File: src/rtl/mult_pkg.sv
// Shared definitions for the iterative shift-add multiplier.
package mult_pkg;

   typedef enum logic [1:0] {
      IDLE = 2'd0,
      RUN  = 2'd1,
      FIX  = 2'd2,
      DONE = 2'd3
   } state_t;

   // Ceiling log2, used to size the iteration counter.
   function automatic int clog2(input int value);
      int r;
      r = 0;
      for (int i = 0; i < 32; i++) begin
         if ((1 << r) < value) r = r + 1;
      end
      return r;
   endfunction

endpackage

File: src/rtl/seq_multiplier_twos_neg.sv
// Combinational two's-complement negation: o_neg = ~i_x + 1.
module twos_neg #(
   parameter int W = 8
) (
   input  logic [W-1:0] i_x,
   output logic [W-1:0] o_neg
);

   assign o_neg = ~i_x + {{(W-1){1'b0}}, 1'b1};

endmodule

File: src/rtl/seq_multiplier.sv
// Multi-cycle MUL unit: one shift-add iteration per cycle over magnitudes,
// sign applied once at the end, valid/ready on both sides.
//
// state | meaning
// IDLE  | in_ready high, waiting for operands
// RUN   | one partial-product add/shift per cycle, WIDTH cycles
// FIX   | apply sign to accumulator, compute overflow
// DONE  | out_valid high, result held until out_ready
module seq_multiplier
   import mult_pkg::*;
#(
   parameter int WIDTH = 64
) (
   input  logic               clk,
   input  logic               rst_n,
   input  logic               in_valid,
   output logic               in_ready,
   input  logic [WIDTH-1:0]   a,
   input  logic [WIDTH-1:0]   b,
   input  logic               is_signed,
   output logic               out_valid,
   input  logic               out_ready,
   output logic [2*WIDTH-1:0] product,
   output logic               overflow,
   output logic               busy
);

   localparam int CNT_W = clog2(WIDTH);
   localparam logic [CNT_W-1:0] CNT_ONE  = CNT_W'(1);
   localparam logic [CNT_W-1:0] CNT_LAST = CNT_W'(WIDTH - 1);

   state_t               r_state;
   state_t               w_state_nxt;
   logic [WIDTH-1:0]     r_mcand;
   logic [2*WIDTH-1:0]   r_acc;
   logic [CNT_W-1:0]     r_cnt;
   logic                 r_neg;
   logic                 r_signed;
   logic [2*WIDTH-1:0]   r_product;
   logic                 r_overflow;

   logic [WIDTH-1:0]     w_neg_a;
   logic [WIDTH-1:0]     w_neg_b;
   logic [WIDTH-1:0]     w_mag_a;
   logic [WIDTH-1:0]     w_mag_b;
   logic [WIDTH:0]       w_sum;
   logic [2*WIDTH-1:0]   w_acc_step;
   logic [2*WIDTH-1:0]   w_neg_acc;
   logic [2*WIDTH-1:0]   w_corr;
   logic [WIDTH:0]       w_top;
   logic                 w_ovf;

   twos_neg #(.W(WIDTH))   u_neg_a   (.i_x(a),     .o_neg(w_neg_a));
   twos_neg #(.W(WIDTH))   u_neg_b   (.i_x(b),     .o_neg(w_neg_b));
   twos_neg #(.W(2*WIDTH)) u_neg_acc (.i_x(r_acc), .o_neg(w_neg_acc));

   // -2^(W-1) negates to itself, which read unsigned is the correct magnitude.
   assign w_mag_a = (is_signed && a[WIDTH-1]) ? w_neg_a : a;
   assign w_mag_b = (is_signed && b[WIDTH-1]) ? w_neg_b : b;

   assign w_sum      = {1'b0, r_acc[2*WIDTH-1:WIDTH]} +
                       (r_acc[0] ? {1'b0, r_mcand} : {(WIDTH+1){1'b0}});
   assign w_acc_step = {w_sum, r_acc[WIDTH-1:1]};

   assign w_corr = r_neg ? w_neg_acc : r_acc;
   assign w_top  = w_corr[2*WIDTH-1:WIDTH-1];
   assign w_ovf  = r_signed ? ~((&w_top) | ~(|w_top))
                            : (|w_corr[2*WIDTH-1:WIDTH]);

   always_ff @(posedge clk) begin
      if (!rst_n) r_state <= IDLE;
      else        r_state <= w_state_nxt;
   end

   always_comb begin
      w_state_nxt = r_state;
      in_ready    = 1'b0;
      out_valid   = 1'b0;
      busy        = 1'b1;
      case (r_state)
         IDLE: begin
            in_ready = 1'b1;
            busy     = 1'b0;
            if (in_valid) w_state_nxt = RUN;
         end
         RUN:  if (r_cnt == CNT_LAST) w_state_nxt = FIX;
         FIX:  w_state_nxt = DONE;
         DONE: begin
            out_valid = 1'b1;
            if (out_ready) w_state_nxt = IDLE;
         end
         default: w_state_nxt = IDLE;
      endcase
   end

   always_ff @(posedge clk) begin
      if (!rst_n) begin
         r_mcand    <= '0;
         r_acc      <= '0;
         r_cnt      <= '0;
         r_neg      <= 1'b0;
         r_signed   <= 1'b0;
         r_product  <= '0;
         r_overflow <= 1'b0;
      end else begin
         case (r_state)
            IDLE: begin
               if (in_valid) begin
                  r_mcand  <= w_mag_a;
                  r_acc    <= {{WIDTH{1'b0}}, w_mag_b};
                  r_neg    <= is_signed & (a[WIDTH-1] ^ b[WIDTH-1]);
                  r_signed <= is_signed;
                  r_cnt    <= '0;
               end
            end
            RUN: begin
               r_acc <= w_acc_step;
               r_cnt <= r_cnt + CNT_ONE;
            end
            FIX: begin
               r_product  <= w_corr;
               r_overflow <= w_ovf;
            end
            default: ;
         endcase
      end
   end

   assign product  = r_product;
   assign overflow = r_overflow;

endmodule
File: config.mk
export PLATFORM = sky130hd
export DESIGN_NAME = seq_multiplier
export DESIGN_NICKNAME = d
export VERILOG_FILES = /design/src/rtl/mult_pkg.sv /design/src/rtl/seq_multiplier_twos_neg.sv /design/src/rtl/seq_multiplier.sv
export SDC_FILE = /design/constraint.sdc
export NUM_CORES = 1
export LEC_CHECK = 0
export CAP_MARGIN = 20
export CELL_PAD_IN_SITES_DETAIL_PLACEMENT = 1
export CELL_PAD_IN_SITES_GLOBAL_PLACEMENT = 1
export CORE_MARGIN = 4
export CORE_UTILIZATION = 46
export CTS_BUF_LIST = sky130_fd_sc_hd__clkbuf_8 sky130_fd_sc_hd__clkbuf_16
export CTS_CLUSTER_SIZE = 20
export DETAILED_ROUTE_END_ITERATION = 6
export PLACE_DENSITY = 0.87
export SYNTH_ARGS = -nofsm -noshare
export SYNTH_HDL_FRONTEND = slang
export SYNTH_SLANG_ARGS = --single-unit
File: constraint.sdc
create_clock -name clk -period 10.3 [get_ports clk]
set_input_delay 2.06 -clock clk [delete_from_list [all_inputs] [get_ports clk]]
set_output_delay 2.06 -clock clk [all_outputs]
set_load 0.02 [all_outputs]
==> results of run 1 <==
[path summary, 6_finish.rpt]
path                                  start          end  cells past startpoint
worst max-delay path                  b[21]    r_acc[60]                     13
worst min-delay path            r_mcand[60]  r_mcand[60]                      2
worst max register to register     r_acc[0]     overflow                     15
worst min register to register  r_mcand[60]  r_mcand[60]                      2
[logic make-up after synthesis]
group                      count (synthesis)
AOI/OAI and AO/OA                        813
xor gates and xnor gates                 302
adders and majority gates                 73
buffers and inverters                    225
DFF                                      331
muxes                                     12
and+or+nand+nor                         1200
[power groups by stage]
stage | Sequential (mW) | Combinational [mW] | Clock, mW
after floorplan | 2.11 | 1.78 | 0
after global placement | 1.97 | 3.02 | 0
after detailed placement | 2.00 | 3.12 | 0
after CTS | 1.98 | 3.15 | 1.45
after global routing | 2.03 | 3.43 | 1.50
final | 1.99 | 3.18 | 1.43
[through the flow]
step,hold WS [ps],power [mW],setup slack (ps),area (µm²),std cells
finish,468.7,6.595,3855,26840,3778
global route,489.5,6.956,3684,26840,3778
floorplan,436.3,3.888,4903,22570,2956
CTS,471.8,6.578,3766,26810,3774
detailed placement,462.1,5.119,3266,25520,3706
global placement,451.1,4.994,3456,25490,3705
[registers in the layout, summed over array words and instances, names as in the netlist]
name,flops
product,128
r_mcand,64
r_cnt,6
r_acc,128
r_neg,1
r_signed,1
overflow,1
r_state,2
[cells in the final DEF, fill, tap and decap left out, types with 14 or more instances in the layout]
master	count
a21o_1	32
a21oi_1	167
a22oi_1	38
a31oi_1	14
and2_1	90
and3_1	15
buf_4	20
clkbuf_16	39
clkdlybuf4s50_1	263
dfxtp_1	330
ha_1	70
inv_1	41
nand2_1	543
nand2b_1	25
nand3_1	61
nand4_1	34
nor2_1	162
nor2b_1	25
nor3_1	63
nor4_1	59
o211a_1	175
o21ai_0	212
o31ai_1	46
o41ai_1	35
or3_1	56
or4_1	31
xnor2_1	100
xor2_1	200
[per-layer routing]
metal  wire length (µm)  global-route usage [%]  part of all wire (%)  vias to the layer above
met2              39960                   50.91                    46                      743
met4               2159                   8.977                   2.5                        0
li1                   -                       -                     -                    10860
met1              39140                   43.59                    45                    11570
met5                  0                       0                     0                        -
met3               4882                   3.492                   5.7                      134
[worst max-delay path: cells and delay by family]
family	cells	cell delay [ps]
AND/OR/NAND/NOR	8	3600
XOR/XNOR	1	170
AO/OA/AOI/OAI	3	520
buffers and inverters	1	490
[cell type report]
cell class                      instances  area [µm²]
Antenna cell                            2       5.005
Clock buffer                           45        1059
Clock inverter                         23       237.7
Fill cell                            5929       21300
Inverter                               34       127.6
Multi-Input combinational cell       2400       15120
Sequential cell                       331        6630
Tap cell                              656       820.8
Timing Repair Buffer                  287        2846
==> impl_metrics.py, run 1 <==
metrics = {
    "status": {
        "outcome": "finished, final reports clean",
    },
    "cells_and_area": {
        "utilization_pct": 55.75,
        "drive_gt1_share_pct": 3.718,
        "layout.nets": 3298,
        "syn_to_final_growth_pct": 18.94,
    },
    "synthesis": {
        "synth_area_leader_cell": "dfxtp_1",
        "ys_async_sr_fraction_pct": 0,
        "muxShareOfSynthArea_pct": 0.5433,
        "synth-warning-count": 0,
        "synth_top_area_share_pct": 29.36,
        "synth-compound-area-share_pct": 25.15,
        "synth_top_family_by_area": "simple AND/OR/NAND/NOR gates",
        "synth_edf_count": 0,
        "synthTopCellsByArea": "dfxtp_1 29%, nand2_1 9.0%, o211a_1 7.8%, xor2_1 7.8%, o21ai_0 4.7%",
        "yosysMostFrequentCell": "nand2_1",
        "ys_ff_latch": 331,
        "synthAdderAreaFrac_pct": 4.080,
        "synth.avg_cell_area_um2": 7.635,
        "synthSimpleGateAreaFrac_pct": 25.25,
        "synth_area_mm2": 0.02257,
        "synth_fp_nets": 3162,
        "ys.flop_type": "dfxtp_1",
        "synth_xor_area_share_pct": 11.79,
        "yosys.cell_types.count": 79,
        "postSynthCellCount": 2956,
        "yosysSeqAreaShare_pct": 29.36,
        "synth_common_cells": "543 x nand2_1, 331 x dfxtp_1, 212 x o21ai_0, 200 x xor2_1, 175 x o211a_1",
    },
    "clock_tree": {
        "cts_max_path_buffers": 3,
        "cts_buffers": 38,
        "path_clk_slew_ps": 60,
        "cts_hold_buf": 0,
        "htree_num_levels": 2,
        "cts_root_buf": "clkbuf_16",
        "cts_resized": 0,
        "cts.sinks": 331,
        "clock_latency_ps": 560,
        "cts_tree": "built",
        "cts_setup_buffers": 0,
    },
    "global_route": {
        "gr-total-overflow": 0,
        "grt_pass1_wl_um": 134400,
        "grtUsageTotal_pct": 31.18,
        "grt_max_degree": 123,
        "antenna_found_initial": 2,
        "grt_pass1_vias": 23280,
    },
    "route": {
        "first_iter_violations": 1972,
        "viasPerCell": 6.168,
        "via_count": 23300,
        "wire_per_inst_um": 22.80,
        "first_pass_iters": 5,
        "postRouteAntennaNets": 0,
        "drc": 0,
        "wirelength_um": 86150,
    },
    "power": {
        "power.switching_mw": 2.945,
        "ir_worst_vdd_v": 0.0001341,
        "p_int_mw": 3.650,
        "clock_power_share_pct": 21.7,
        "power.density_mw_per_mm2": 245.7,
        "power_frac_comb_pct": 48.1,
        "p_leak_nw": 11.51,
        "power_frac_seq_pct": 30.2,
        "switching_share_pct": 44.66,
    },
    "worst_setup_path": {
        "worstPathCellList": "clkdlybuf4s50_1 -> or4_1 -> nor4b_1 -> nand4_1 -> or3_1 -> or4_1 -> nor3_1 -> nand2_1 -> o41ai_1 -> xor2_1 -> o21ai_0 -> nand2_1 -> a21oi_1",
        "r2r_setup_slack_ps": 4910,
        "arrival_ps": 6840,
        "worst_ep_required_time_ps": 10690,
        "cpPeakStageDelay_ps": 730,
        "critPathLaunchType": "input port",
        "cp_slowest_cell": "nor4b_1",
        "cp_max_fo": 5,
        "path_class": "in2reg",
        "cp-end-kind": "register",
    },
    "sta": {
        "fmax_mhz": 155.2,
        "hold_violations": 0,
        "tns_ps": 0,
        "finClkSkew_ps": 12.54,
        "rsz0062_at_grt": "false",
        "drv_slew": 0,
        "fin_crit_ps": 6445,
        "slew-limit-headroom_pct": 27.03,
        "finalCritPeriodShare_pct": 62.57,
        "setup_violations": 0,
        "worst_pin_slew_ps": 1085,
    },
    "placed_design": {
        "hpwl_um": 64910,
        "port_buffers": 264,
        "gp_congestion": 0.9559,
    },
    "worst_hold_path": {
        "holdCritPathClass": "reg2reg",
    },
    "floorplan": {
        "num_io_pins": 265,
        "dieArea_mm2": 0.05267,
        "initial_core_util_pct": 46.88,
        "core_mm2": 0.04815,
        "die_x_um": 229.5,
        "die_h_um": 229.5,
        "fp-row-count": 80,
    },
    "job": {
        "drv_cap": 0,
    },
}
Note: power is estimated with default switching activity, not from simulation.
==> run 2, diff against run 1 <==
- CORE_UTILIZATION: 46 -> 38
- PLACE_DENSITY: 0.87 -> 0.76
- clock period: 10.3 -> 5.9 ns (I/O delays scaled with it)
==> run 2 against run 1 <==
  * Non-clock buffer count increased by 16
  * Global-route usage fell by 5.3 points
  * Clock power rose by 85%
  * Worst hold slack lost 4.6 ps
  * Sequential power rose by 73%
  * Final cell count is 3.6% higher
  * Clock skew increased by 2.0 ps
  * Sequential share of layout area decreased by 0.34 points
  * Setup slack got worse by 3100 ps
  * Critical path depth is 1 higher
  * Utilization fell by 9.6 points
  * Critical path type unchanged
==> impl_metrics.py, run 2 (synthesized netlist as in run 1, its figures left out) <==
metrics = {
    "status": {
        "outcome": "finished, final reports clean",
    },
    "global_route": {
        "grtUsageTotal_pct": 25.85,
        "grt_pass1_vias": 22900,
        "antenna_found_initial": 4,
        "grt_pass1_wl_um": 132900,
        "grt_max_degree": 151,
        "gr-total-overflow": 0,
    },
    "route": {
        "via_count": 22980,
        "viasPerCell": 5.870,
        "drc": 0,
        "first_pass_iters": 5,
        "wire_per_inst_um": 21.85,
        "wirelength_um": 85520,
        "first_iter_violations": 1566,
        "postRouteAntennaNets": 0,
    },
    "power": {
        "power_frac_seq_pct": 29.6,
        "clock_power_share_pct": 22.7,
        "power.density_mw_per_mm2": 428.3,
        "total_power_mw": 11.66,
        "p_int_mw": 6.537,
        "ir_worst_vdd_v": 0.0003169,
        "switching_share_pct": 43.92,
        "power.switching_mw": 5.119,
        "p_leak_nw": 11.60,
        "power_frac_comb_pct": 47.7,
    },
    "sta": {
        "finalCritPeriodShare_pct": 86.60,
        "rsz0062_at_grt": "false",
        "worst_pin_slew_ps": 1112,
        "fin_crit_ps": 5109,
        "setup_violations": 0,
        "drv_slew": 0,
        "fmax_mhz": 195.7,
        "hold_violations": 0,
        "tns_ps": 0,
        "worst_slack_ps": 790.8,
        "slew-limit-headroom_pct": 25.89,
        "finClkSkew_ps": 14.54,
        "timing.hold.ws_ps": 464.1,
    },
    "clock_tree": {
        "clock_latency_ps": 570,
        "cts_tree": "built",
        "cts_root_buf": "clkbuf_16",
        "cts.sinks": 331,
        "cts_max_path_buffers": 3,
        "cts_resized": 0,
        "htree_num_levels": 2,
        "cts_buffers": 39,
        "cts_hold_buf": 0,
        "cts_setup_buffers": 0,
        "path_clk_slew_ps": 60,
    },
    "worst_setup_path": {
        "critPathLaunchType": "input port",
        "worstPathCellList": "clkdlybuf4s50_1 -> or4_1 -> nor4b_1 -> nand4_1 -> buf_4 -> or3_1 -> or4_1 -> nor3_1 -> nand2_1 -> o41ai_1 -> xor2_1 -> o21ai_0 -> nand2_1 -> a21oi_1",
        "cp_max_fo": 5,
        "crit_cells": 14,
        "cp-end-kind": "register",
        "path_class": "in2reg",
        "arrival_ps": 5520,
        "cp_slowest_cell": "nor4b_1",
        "critical_path.top_delay_family": "simple AND/OR/NAND/NOR gates",
        "worst-path-buf-inv": 2,
        "worst_ep_required_time_ps": 6310,
        "cpPeakStageDelay_ps": 620,
        "reg2regPathDepth": 12,
    },
    "floorplan": {
        "initial_core_util_pct": 38.31,
        "num_io_pins": 265,
        "die_x_um": 251.7,
        "die_h_um": 251.7,
        "core_mm2": 0.05891,
        "fp-row-count": 89,
        "dieArea_mm2": 0.06336,
    },
    "placed_design": {
        "dp.cells": 3839,
        "pre_cts_slack_ps": 224.5,
        "gp_congestion": 0.9355,
        "post_dp_cell_area_mm2": 0.02578,
        "port_buffers": 264,
        "hpwl_um": 65490,
    },
    "cells_and_area": {
        "mostFrequentLayoutCells": "543 x nand2_1, 330 x dfxtp_1, 263 x clkdlybuf4s50_1",
        "syn_to_final_growth_pct": 20.60,
        "utilization_pct": 46.20,
        "layout.nets": 3315,
        "drive_gt1_share_pct": 4.431,
        "finalNonFillerCells": 3914,
        "final_common_cell": "nand2_1",
        "final_area_mm2": 0.02722,
    },
    "job": {
        "drv_cap": 0,
    },
    "worst_hold_path": {
        "holdCritPathClass": "reg2reg",
        "min_path_cells": 2,
    },
}
==> run 2: changes by cell type in the layout (fill, tap and decap cells not counted), sizes merged, moves of 2 or more <==
cell	before	now
buf	23	40
clkinvlp	0	3
inv	44	39
diode	2	4
bufinv	5	7
==> run 2: final timing paths <==
path              slack, ps   startpoint          end
hold reg to reg         460  r_mcand[63]  r_mcand[63]
setup reg to reg       1030    r_acc[14]     overflow
hold / removal          460  r_mcand[63]  r_mcand[63]
setup / recovery        790        b[21]    r_acc[60]
==> run 2: cell type report <==
type	instances	area, µm²
Clock inverter	22	300.3
Timing Repair Buffer	303	2977
Clock buffer	47	1086
Inverter	34	127.6
Tap cell	773	967.2
Fill cell	7069	31690
Sequential cell	331	6630
Multi-Input combinational cell	2400	15120
Antenna cell	4	10.01
==> run 2: tightest hold or removal path, delay by kind of cell, from the launching register on <==
kind | cells | cell delay (ps)
compound gates | 1 | 60
simple gates | 1 | 50
flops | 1 | 300
==> run 2: metal layers <==
metal	vias up	track usage, %	wire length (µm)
li1	10910	-	-
met1	11300	36.20	39560
met2	622	41.12	38340
met3	146	3.845	4931
met4	0	8.258	2688
met5	-	0	0
==> run 2: power by group through the flow <==
stage,clock network (mW),registers [mW],logic [mW]
after detailed placement,0,3.49,5.50
after global placement,0,3.45,5.38
after floorplan,0,3.68,3.11
final,2.65,3.45,5.56
after global routing,2.80,3.53,6.04
after CTS,2.71,3.45,5.53
